--- src/rtl/baluga_pkg.sv ---
// ----------------------------------------------------------------------------
// baluga_pkg
//   Shared definitions for the instruction ROM, the fetch unit and the decoder:
//   default address/instruction widths, the reset PC, the instruction and
//   PC types, and the fetch-stage occupancy helper.
// ----------------------------------------------------------------------------
package baluga_pkg;

  localparam int unsigned DEF_ADDR_WIDTH  = 8;
  localparam int unsigned DEF_INSTR_WIDTH = 9;
  localparam int unsigned DEF_RESET_PC    = 0;

  typedef logic [DEF_INSTR_WIDTH-1:0] instr_t;
  typedef logic [DEF_ADDR_WIDTH-1:0]  pc_t;

  // Instruction word paired with the address it was fetched from.
  typedef struct packed {
    instr_t instr;
    pc_t    pc;
  } fetch_entry_t;

  // Entries the fetch stage will still hold after this edge, before any new
  // issue. A consume always implies a valid ir entry, so this never underflows.
  function automatic logic [1:0] fetch_occupancy(
    input logic ir_valid,
    input logic skid_valid,
    input logic inflight,
    input logic consume
  );
    logic [1:0] occ;
    occ = 2'(ir_valid) + 2'(skid_valid) + 2'(inflight) - 2'(consume);
    return occ;
  endfunction

endpackage : baluga_pkg

--- src/rtl/fetch_skid_buffer.sv ---
// ----------------------------------------------------------------------------
// fetch_skid_buffer
//   Instruction register (head) backed by a single skid entry. A captured word
//   goes straight to the head when the head is empty or being taken this
//   cycle, otherwise it parks in the skid entry. When the head is taken the
//   skid entry refills it first, so order is preserved. flush empties both.
//
// Ports
//   clock         rising-edge clock
//   reset_n       synchronous active-low reset
//   flush         drop head and skid contents this edge
//   capture       capture_data is to be stored this edge
//   capture_data  word to store
//   ready         downstream takes the head this edge (when head_valid)
//   head_valid    head_data holds a valid word (registered)
//   head_data     current head word (registered)
//   skid_valid    skid entry occupied (registered)
// ----------------------------------------------------------------------------
module fetch_skid_buffer #(
  parameter int unsigned WIDTH = 17
) (
  input  logic             clock,
  input  logic             reset_n,
  input  logic             flush,
  input  logic             capture,
  input  logic [WIDTH-1:0] capture_data,
  input  logic             ready,
  output logic             head_valid,
  output logic [WIDTH-1:0] head_data,
  output logic             skid_valid
);

  logic [WIDTH-1:0] skid_data;
  logic             head_free_c;

  // Head can accept a new word when empty or when its current word leaves.
  assign head_free_c = ~head_valid | ready;

  // Head / skid update; the owner guarantees the skid is never overfilled.
  always_ff @(posedge clock) begin
    if (!reset_n) begin
      head_valid <= 1'b0;
      head_data  <= '0;
      skid_valid <= 1'b0;
      skid_data  <= '0;
    end else if (flush) begin
      head_valid <= 1'b0;
      skid_valid <= 1'b0;
    end else if (head_free_c) begin
      if (skid_valid) begin
        head_valid <= 1'b1;
        head_data  <= skid_data;
        skid_valid <= capture;
        if (capture) begin
          skid_data <= capture_data;
        end
      end else begin
        head_valid <= capture;
        if (capture) begin
          head_data <= capture_data;
        end
      end
    end else if (capture) begin
      skid_valid <= 1'b1;
      skid_data  <= capture_data;
    end
  end

endmodule : fetch_skid_buffer

--- src/rtl/instruction_fetch_unit.sv ---
// ----------------------------------------------------------------------------
// instruction_fetch_unit
//   Read-side master for the instruction ROM. Owns the program counter,
//   presents it on rom_address, captures the ROM word one cycle later and hands
//   instruction + PC to the decoder over a valid/ready link. Supports branch
//   redirect, sticky halt with drain, and downstream stall at one instruction
//   per cycle.
//
// Ports
//   clock            rising-edge clock
//   reset_n          synchronous active-low reset
//   rom_address      PC presented to the ROM (registered)
//   rom_instruction  ROM word for the address sampled at the previous edge
//   branch_taken     redirect pulse, branch_target valid with it
//   branch_target    redirect PC
//   halt             stop fetching, sticky until reset
//   ir_ready         decoder takes ir_instruction this cycle
//   ir_valid         ir_instruction/ir_pc valid (registered)
//   ir_instruction   instruction to the decoder (registered)
//   ir_pc            address ir_instruction was fetched from (registered)
//   done             halted with nothing left in flight or buffered (registered)
// ----------------------------------------------------------------------------
module instruction_fetch_unit
  import baluga_pkg::*;
#(
  parameter int unsigned ADDR_WIDTH  = DEF_ADDR_WIDTH,
  parameter int unsigned INSTR_WIDTH = DEF_INSTR_WIDTH,
  parameter int unsigned RESET_PC    = DEF_RESET_PC
) (
  input  logic                   clock,
  input  logic                   reset_n,
  output logic [ADDR_WIDTH-1:0]  rom_address,
  input  logic [INSTR_WIDTH-1:0] rom_instruction,
  input  logic                   branch_taken,
  input  logic [ADDR_WIDTH-1:0]  branch_target,
  input  logic                   halt,
  input  logic                   ir_ready,
  output logic                   ir_valid,
  output logic [INSTR_WIDTH-1:0] ir_instruction,
  output logic [ADDR_WIDTH-1:0]  ir_pc,
  output logic                   done
);

  localparam logic [ADDR_WIDTH-1:0] RESET_PC_A = ADDR_WIDTH'(RESET_PC);

  typedef struct packed {
    logic [INSTR_WIDTH-1:0] instr;
    logic [ADDR_WIDTH-1:0]  pc;
  } ir_entry_t;

  localparam int unsigned ENTRY_WIDTH = $bits(ir_entry_t);

  logic [ADDR_WIDTH-1:0] pc;
  logic [ADDR_WIDTH-1:0] issued_pc;
  logic                  inflight;
  logic                  halted;
  logic                  skid_valid;

  logic                  consume_c;
  logic                  redirect_c;
  logic                  issue_c;
  logic [1:0]            occ_c;
  ir_entry_t             capture_entry_c;
  ir_entry_t             head_entry;

  assign rom_address = pc;

  // A halt in the same cycle, or an earlier halt, suppresses the redirect.
  assign consume_c  = ir_valid & ir_ready;
  assign redirect_c = branch_taken & ~halt & ~halted;

  // Never hold more than two instructions between ir, skid and the ROM.
  assign occ_c   = fetch_occupancy(ir_valid, skid_valid, inflight, consume_c);
  assign issue_c = ~halted & ~halt & ~redirect_c & (occ_c < 2'd2);

  // The ROM word arriving now belongs to the address issued last edge.
  always_comb begin
    capture_entry_c       = '0;
    capture_entry_c.instr = rom_instruction;
    capture_entry_c.pc    = issued_pc;
  end

  // PC, issue tracking and halt state.
  always_ff @(posedge clock) begin
    if (!reset_n) begin
      pc        <= RESET_PC_A;
      issued_pc <= '0;
      inflight  <= 1'b0;
      halted    <= 1'b0;
    end else begin
      if (halt) begin
        halted <= 1'b1;
      end
      if (redirect_c) begin
        // The word returned for the previous issue is discarded.
        pc       <= branch_target;
        inflight <= 1'b0;
      end else begin
        inflight <= issue_c;
        if (issue_c) begin
          issued_pc <= pc;
          pc        <= pc + ADDR_WIDTH'(1);
        end
      end
    end
  end

  // Drained flag, one edge behind the state it summarises.
  always_ff @(posedge clock) begin
    if (!reset_n) begin
      done <= 1'b0;
    end else begin
      done <= halted & ~ir_valid & ~skid_valid & ~inflight;
    end
  end

  // Instruction register plus one skid entry; a redirect flushes both.
  fetch_skid_buffer #(
    .WIDTH(ENTRY_WIDTH)
  ) u_skid (
    .clock        (clock),
    .reset_n      (reset_n),
    .flush        (redirect_c),
    .capture      (inflight),
    .capture_data (capture_entry_c),
    .ready        (ir_ready),
    .head_valid   (ir_valid),
    .head_data    (head_entry),
    .skid_valid   (skid_valid)
  );

  assign ir_instruction = head_entry.instr;
  assign ir_pc          = head_entry.pc;

endmodule : instruction_fetch_unit

--- config.mk ---
export PLATFORM = sky130hd
export DESIGN_NAME = instruction_fetch_unit
export DESIGN_NICKNAME = d
export VERILOG_FILES = /design/src/rtl/baluga_pkg.sv /design/src/rtl/fetch_skid_buffer.sv /design/src/rtl/instruction_fetch_unit.sv
export SDC_FILE = /design/constraint.sdc
export NUM_CORES = 1
export LEC_CHECK = 0
export CORE_MARGIN = 4
export CORE_UTILIZATION = 30
export CTS_CLUSTER_DIAMETER = 80
export DETAILED_ROUTE_END_ITERATION = 8
export DONT_BUFFER_PORTS = 1
export SETUP_SLACK_MARGIN = 0.3
export SLEW_MARGIN = 20
export SYNTH_ARGS = -nofsm -noshare
export SYNTH_HDL_FRONTEND = slang
export SYNTH_SLANG_ARGS = --single-unit
--- constraint.sdc ---
create_clock -name clock -period 3.4 [get_ports clock]
set_clock_uncertainty 0.2 [all_clocks]
set_input_delay 0.85 -clock clock [delete_from_list [all_inputs] [get_ports clock]]
set_output_delay 0.85 -clock clock [all_outputs]
set_load 0.005 [all_outputs]
# Word-level counts from Yosys, hierarchy flattened
# Cells that the tools add are included.
# W data, S select, Z words.
[word_totals]
output_inout_bits = 27
regBits = 55
[classes]
n_eq_ne = 1
n_reduce_logical = 7
magnitude_cmp = 1
bitwise = 17
add_sub_neg = 4
mux = 11
[op_table]
columns = ["op", "n"]
rows = [
  ["$mux W17", 5],
  ["$mux W8", 2],
  ["$and A1 B1 Y1", 9],
  ["$add A8 B1 Y8 const B", 1],
  ["$not A1 Y1", 7],
  ["$reduce_bool A2 Y1", 3],
  ["$mux W1", 4],
  ["$reduce_and A2 Y1", 2],
  ["$reduce_and A3 Y1", 1],
  ["$add A1 B1 Y2", 1],
  ["$add A2 B1 Y2", 1],
  ["$lt A2 B2 Y1 const B", 1],
  ["$ne A2 B1 Y1 const B", 1],
  ["$reduce_or A2 Y1", 1],
  ["$sub A2 B1 Y2", 1],
  ["$or A1 B1 Y1", 1],
]

# Depth between registers and ports, before layout
[logic_depth]
ltp_word = 8
mapped_depth = 12
mapped_depth_nobuf = 8

# Hierarchy
# A second synthesis with hierarchy kept.
[unflattened]
hier_cells = 276
hier_area_um2 = 2595.0
[modules_own_cells]
columns = ["module", "n_inst", "seq_area_each_um2", "area_each_um2", "cells_per_inst"]
rows = [
  ["fetch_skid_buffer", 1, 720.7, 1621.6, 165],
  ["instruction_fetch_unit", 1, 380.4, 973.4, 111],
]

# Worst setup path after synthesis
# Ideal clock, no wire load.
[synth_timing]
path_kind = "input-to-reg"
start = "input port ir_ready"
end = "register issued_pc[1]"
path_slack_ns = 0.431
t_required_ns = 3.072
arrival_ns = 2.641
path_buffers = 2
stages = 10
path_cell_list = "and2_1 > ha_1 > inv_1 > ha_1 > a21oi_2 > mux2i_1 > buf_2 > buf_6 > mux2i_1 > nor2_1"
[synth_between]
elab_chain_len = 5
[synth_lines]
columns = ["element", "line_no", "source"]
rows = [
  ["from (decl)", "instruction_fetch_unit.sv:37", "input logic ir_ready,"],
  ["$and A1 B1 Y1", "instruction_fetch_unit.sv:69", "assign consume_c = ir_valid & ir_ready;"],
  ["$sub A2 B1 Y2", "baluga_pkg.sv:31", "occ = 2'(ir_valid) + 2'(skid_valid) + 2'(inflight) - 2'(consume);"],
  ["$lt A2 B2 Y1", "instruction_fetch_unit.sv:74", "assign issue_c = ~halted & ~halt & ~redirect_c & (occ_c < 2'd2);"],
  ["$and A1 B1 Y1", "instruction_fetch_unit.sv:74", ""],
  ["$reduce_and A2 Y1 (no line)", "-", ""],
  ["to (signal assigned)", "instruction_fetch_unit.sv:101", "issued_pc <= pc;"],
  ["to (decl)", "instruction_fetch_unit.sv:54", "logic [ADDR_WIDTH-1:0] issued_pc;"],
]
# No other way between the ends.
# A chain may end at the register's enable or synchronous reset.

# Worst setup path in the final report
[layout_timing]
start = "input port ir_ready"
end = "register pc[6], in the netlist rom_address[6]"
[layout_between]
elab_chain_len = 5
[layout_lines]
columns = ["element", "line_no", "source"]
rows = [
  ["$and A1 B1 Y1", "instruction_fetch_unit.sv:69", ""],
  ["$sub A2 B1 Y2", "baluga_pkg.sv:31", ""],
  ["$lt A2 B2 Y1", "instruction_fetch_unit.sv:74", ""],
  ["$and A1 B1 Y1", "instruction_fetch_unit.sv:74", ""],
  ["$reduce_bool A2 Y1 (no line)", "-", ""],
  ["to (signal assigned)", "instruction_fetch_unit.sv:96", "pc <= branch_target;"],
  ["to (signal assigned)", "instruction_fetch_unit.sv:102", "pc <= pc + ADDR_WIDTH'(1);"],
  ["to (decl)", "instruction_fetch_unit.sv:53", "logic [ADDR_WIDTH-1:0] pc;"],
]
# No other way between the ends.

==> results.yml <==
placement:
  gp_congestion: 0.751
  place_area_mm2: 0.00244
  port_buffers: 0
  dp.cells: 335
  dp_hpwl_um: 3340
clock_tree:
  cts.sinks: 55
  ctsLongestPathBuffers: 2
  clk_latency_ns: 0.30
  ctsResizeCount: 0
  cts_tree: "yes"
  cts-root-buf: "clkbuf_8"
  clk_pin_slew_ns: 0.09
  numCtsBuffers: 5
  h-tree-depth: 2
  post_cts_buffers: 0
  hold_buffers: 0
sta:
  rsz0062_at_grt: "false"
  slew_headroom_pct: 58.8
  min_period_ns: 2.72
  worst_pin_slew_ns: 0.616
  hold_viol: 0
  setup-tns-final_ns: 0
  whs_ns: 0.281
  fmax_ghz: 0.368
  period_share_pct: 79.9
  maxSlewViolCount: 0
  finalSetupViolCount: 0
worst_setup_path:
  path_max_fanout: 24
  start_kind: "input port"
  crit_required_ns: 3.43
  end_kind: "register"
  crit_type: "in -> reg"
  r2r_setup_slack_ns: 0.85
  crit_arrival_ns: 2.75
pwr:
  ir_drop_uv: 148
  power.density_mw_per_mm2: 432
  p_leak_nw: 0.966
floorplanning:
  core_area_mm2: 0.00773
  num_io_pins: 49
  die_x_um: 97.0
  num_rows: 32
  start_util_pct: 30.7
  die_y_um: 97.0
  die_area_mm2: 0.00940
synth:
  syn-num-nets: 271
  ys_warn_count: 0
  ys_seq_area_share_pct: 46.4
  synth.most_common_cell: "dfxtp_1"
  synthTopCellsByArea: "dfxtp_1 46%, mux2i_1 18%, nor2_1 7.4%"
  synth_cells: 246
  ys_types: 35
  synth-seq-cells: 55
  avgSynthCellArea_um2: 9.65
  yosysTopAreaCell: "dfxtp_1"
  synth_ff_type: "dfxtp_1"
  async_reset_ff_share_pct: 0
  syn_area_mm2: 0.00237
  synth_common_cells: "55 x dfxtp_1, 47 x nor2_1, 43 x mux2i_1"
  synth_top_area_share_pct: 46.4
  synth_edf_count: 0
grt:
  grt.busiest_layer: "met2"
  grt_pass1_vias: 1687
  grt_antenna_before_repair: 0
  grt_use_met2_pct: 16.0
  overflow: 0
  grt_use_met3_pct: 4.11
  met1_usage_pct: 14.7
  grt_max_degree: 35
  grt_pass1_wl_um: 8520
  grt_use_total_pct: 10.8
route:
  first_pass_iters: 4
  wl_um: 4870
  via_per_inst: 4.99
  drtIter0Drc: 57
  ant_nets: 0
  drc: 0
  routedWlPerCell_um: 14.2
  vias: 1706
outcome:
  run_status: "finished clean"
layout:
  diodes: 0
  final_cell_area_mm2: 0.00253
  final_layout_size_suffix_gt1_share_pct: 9.17
  nFillCells: 805
  synthToLayoutAreaGrowth_pct: 6.48
  nNetsFinal: 266
  final-instance-count-excl-fill: 342
min_path:
  hold_path_class: "reg -> reg"
run:
  max_cap_viol_count: 0
[metal layers]
layer	share of wire, %	vias to the layer above	wire, µm
met2	43	48	2070
met4	0.74	0	36
met3	7.5	4	363
li1	-	866	-
met1	49	788	2390
met5	0	-	0
[cell type report]
class	instances	area [µm²]	share of cell area (%)
Sequential cell	55	1100	43.5
Timing Repair Buffer	5	45.0	1.78
Clock buffer	6	72.6	2.87
Inverter	6	22.5	0.891
Tap cell	102	128	5.05
Multi-Input combinational cell	168	1160	45.9
[report_power, final]
group	switching, mW	internal (mW)	total, mW
sequential	0.0267	0.663	0.690
combinational	0.0409	0.0295	0.0704
clock	0.194	0.138	0.332
total	0.261	0.831	1.09
[cell families after synthesis]
| family | Yosys count | synth area share [%] |
|---|---|---|
| AND/OR/NAND/NOR | 79 | 16.1 |
| flip-flops | 55 | 46.4 |
| multiplexers | 43 | 18.1 |
| adder cells (fa/ha/maj) | 3 | 1.58 |
| XOR/XNOR | 1 | 0.369 |
| buffers and inverters | 23 | 5.22 |
| AO/OA/AOI/OAI | 42 | 12.2 |
[final timing paths]
kind / from / to / cells past startpoint
hold / removal: issued_pc[0] / issued_pc[0] / 2
hold reg to reg: issued_pc[0] / issued_pc[0] / 2
setup reg to reg: u_skid.head_valid / rom_address[6] / 9
setup / recovery: ir_ready / rom_address[6] / 9
[registers in the layout, indices dropped and copies added (netlist names)]
| register | flops |
|---|---|
| u_skid.head_valid | 1 |
| inflight | 1 |
| halted | 1 |
| u_skid.skid_data | 17 |
| issued_pc | 8 |
| done | 1 |
| u_skid.head_data | 17 |
| u_skid.skid_valid | 1 |
| rom_address | 8 |
[critical path: stages]
cell and delay [ns]:
and2_1 0.14, ha_1 0.27, inv_1 0.04, ha_1 0.28
a21oi_2 0.17, mux2i_2 0.08, buf_4 0.24, or4_1 0.51
a31oi_1 0.16
[placed cells by master (no fill, tap or decap), types with 5 or more instances in the layout]
| cell type | count |
|---|---|
| a211oi_1 | 19 |
| inv_1 | 6 |
| clkbuf_8 | 5 |
| nand3_1 | 5 |
| dfxtp_1 | 55 |
| o21ai_0 | 10 |
| nand2_1 | 7 |
| nor2_1 | 47 |
| mux2i_1 | 42 |
[per-stage QoR]
step           total power [mW]  util, %  worst slack [ns]
2_1_floorplan             0.756        -             0.431
3_3_place_gp              0.774     31.6             0.399
3_5_place_dp              0.776     31.6             0.372
4_1_cts                    1.11     32.5             0.684
5_1_grt                    1.15     32.7             0.581
6_report                   1.09     32.7             0.683
Note: power is estimated with default switching activity, not from simulation.
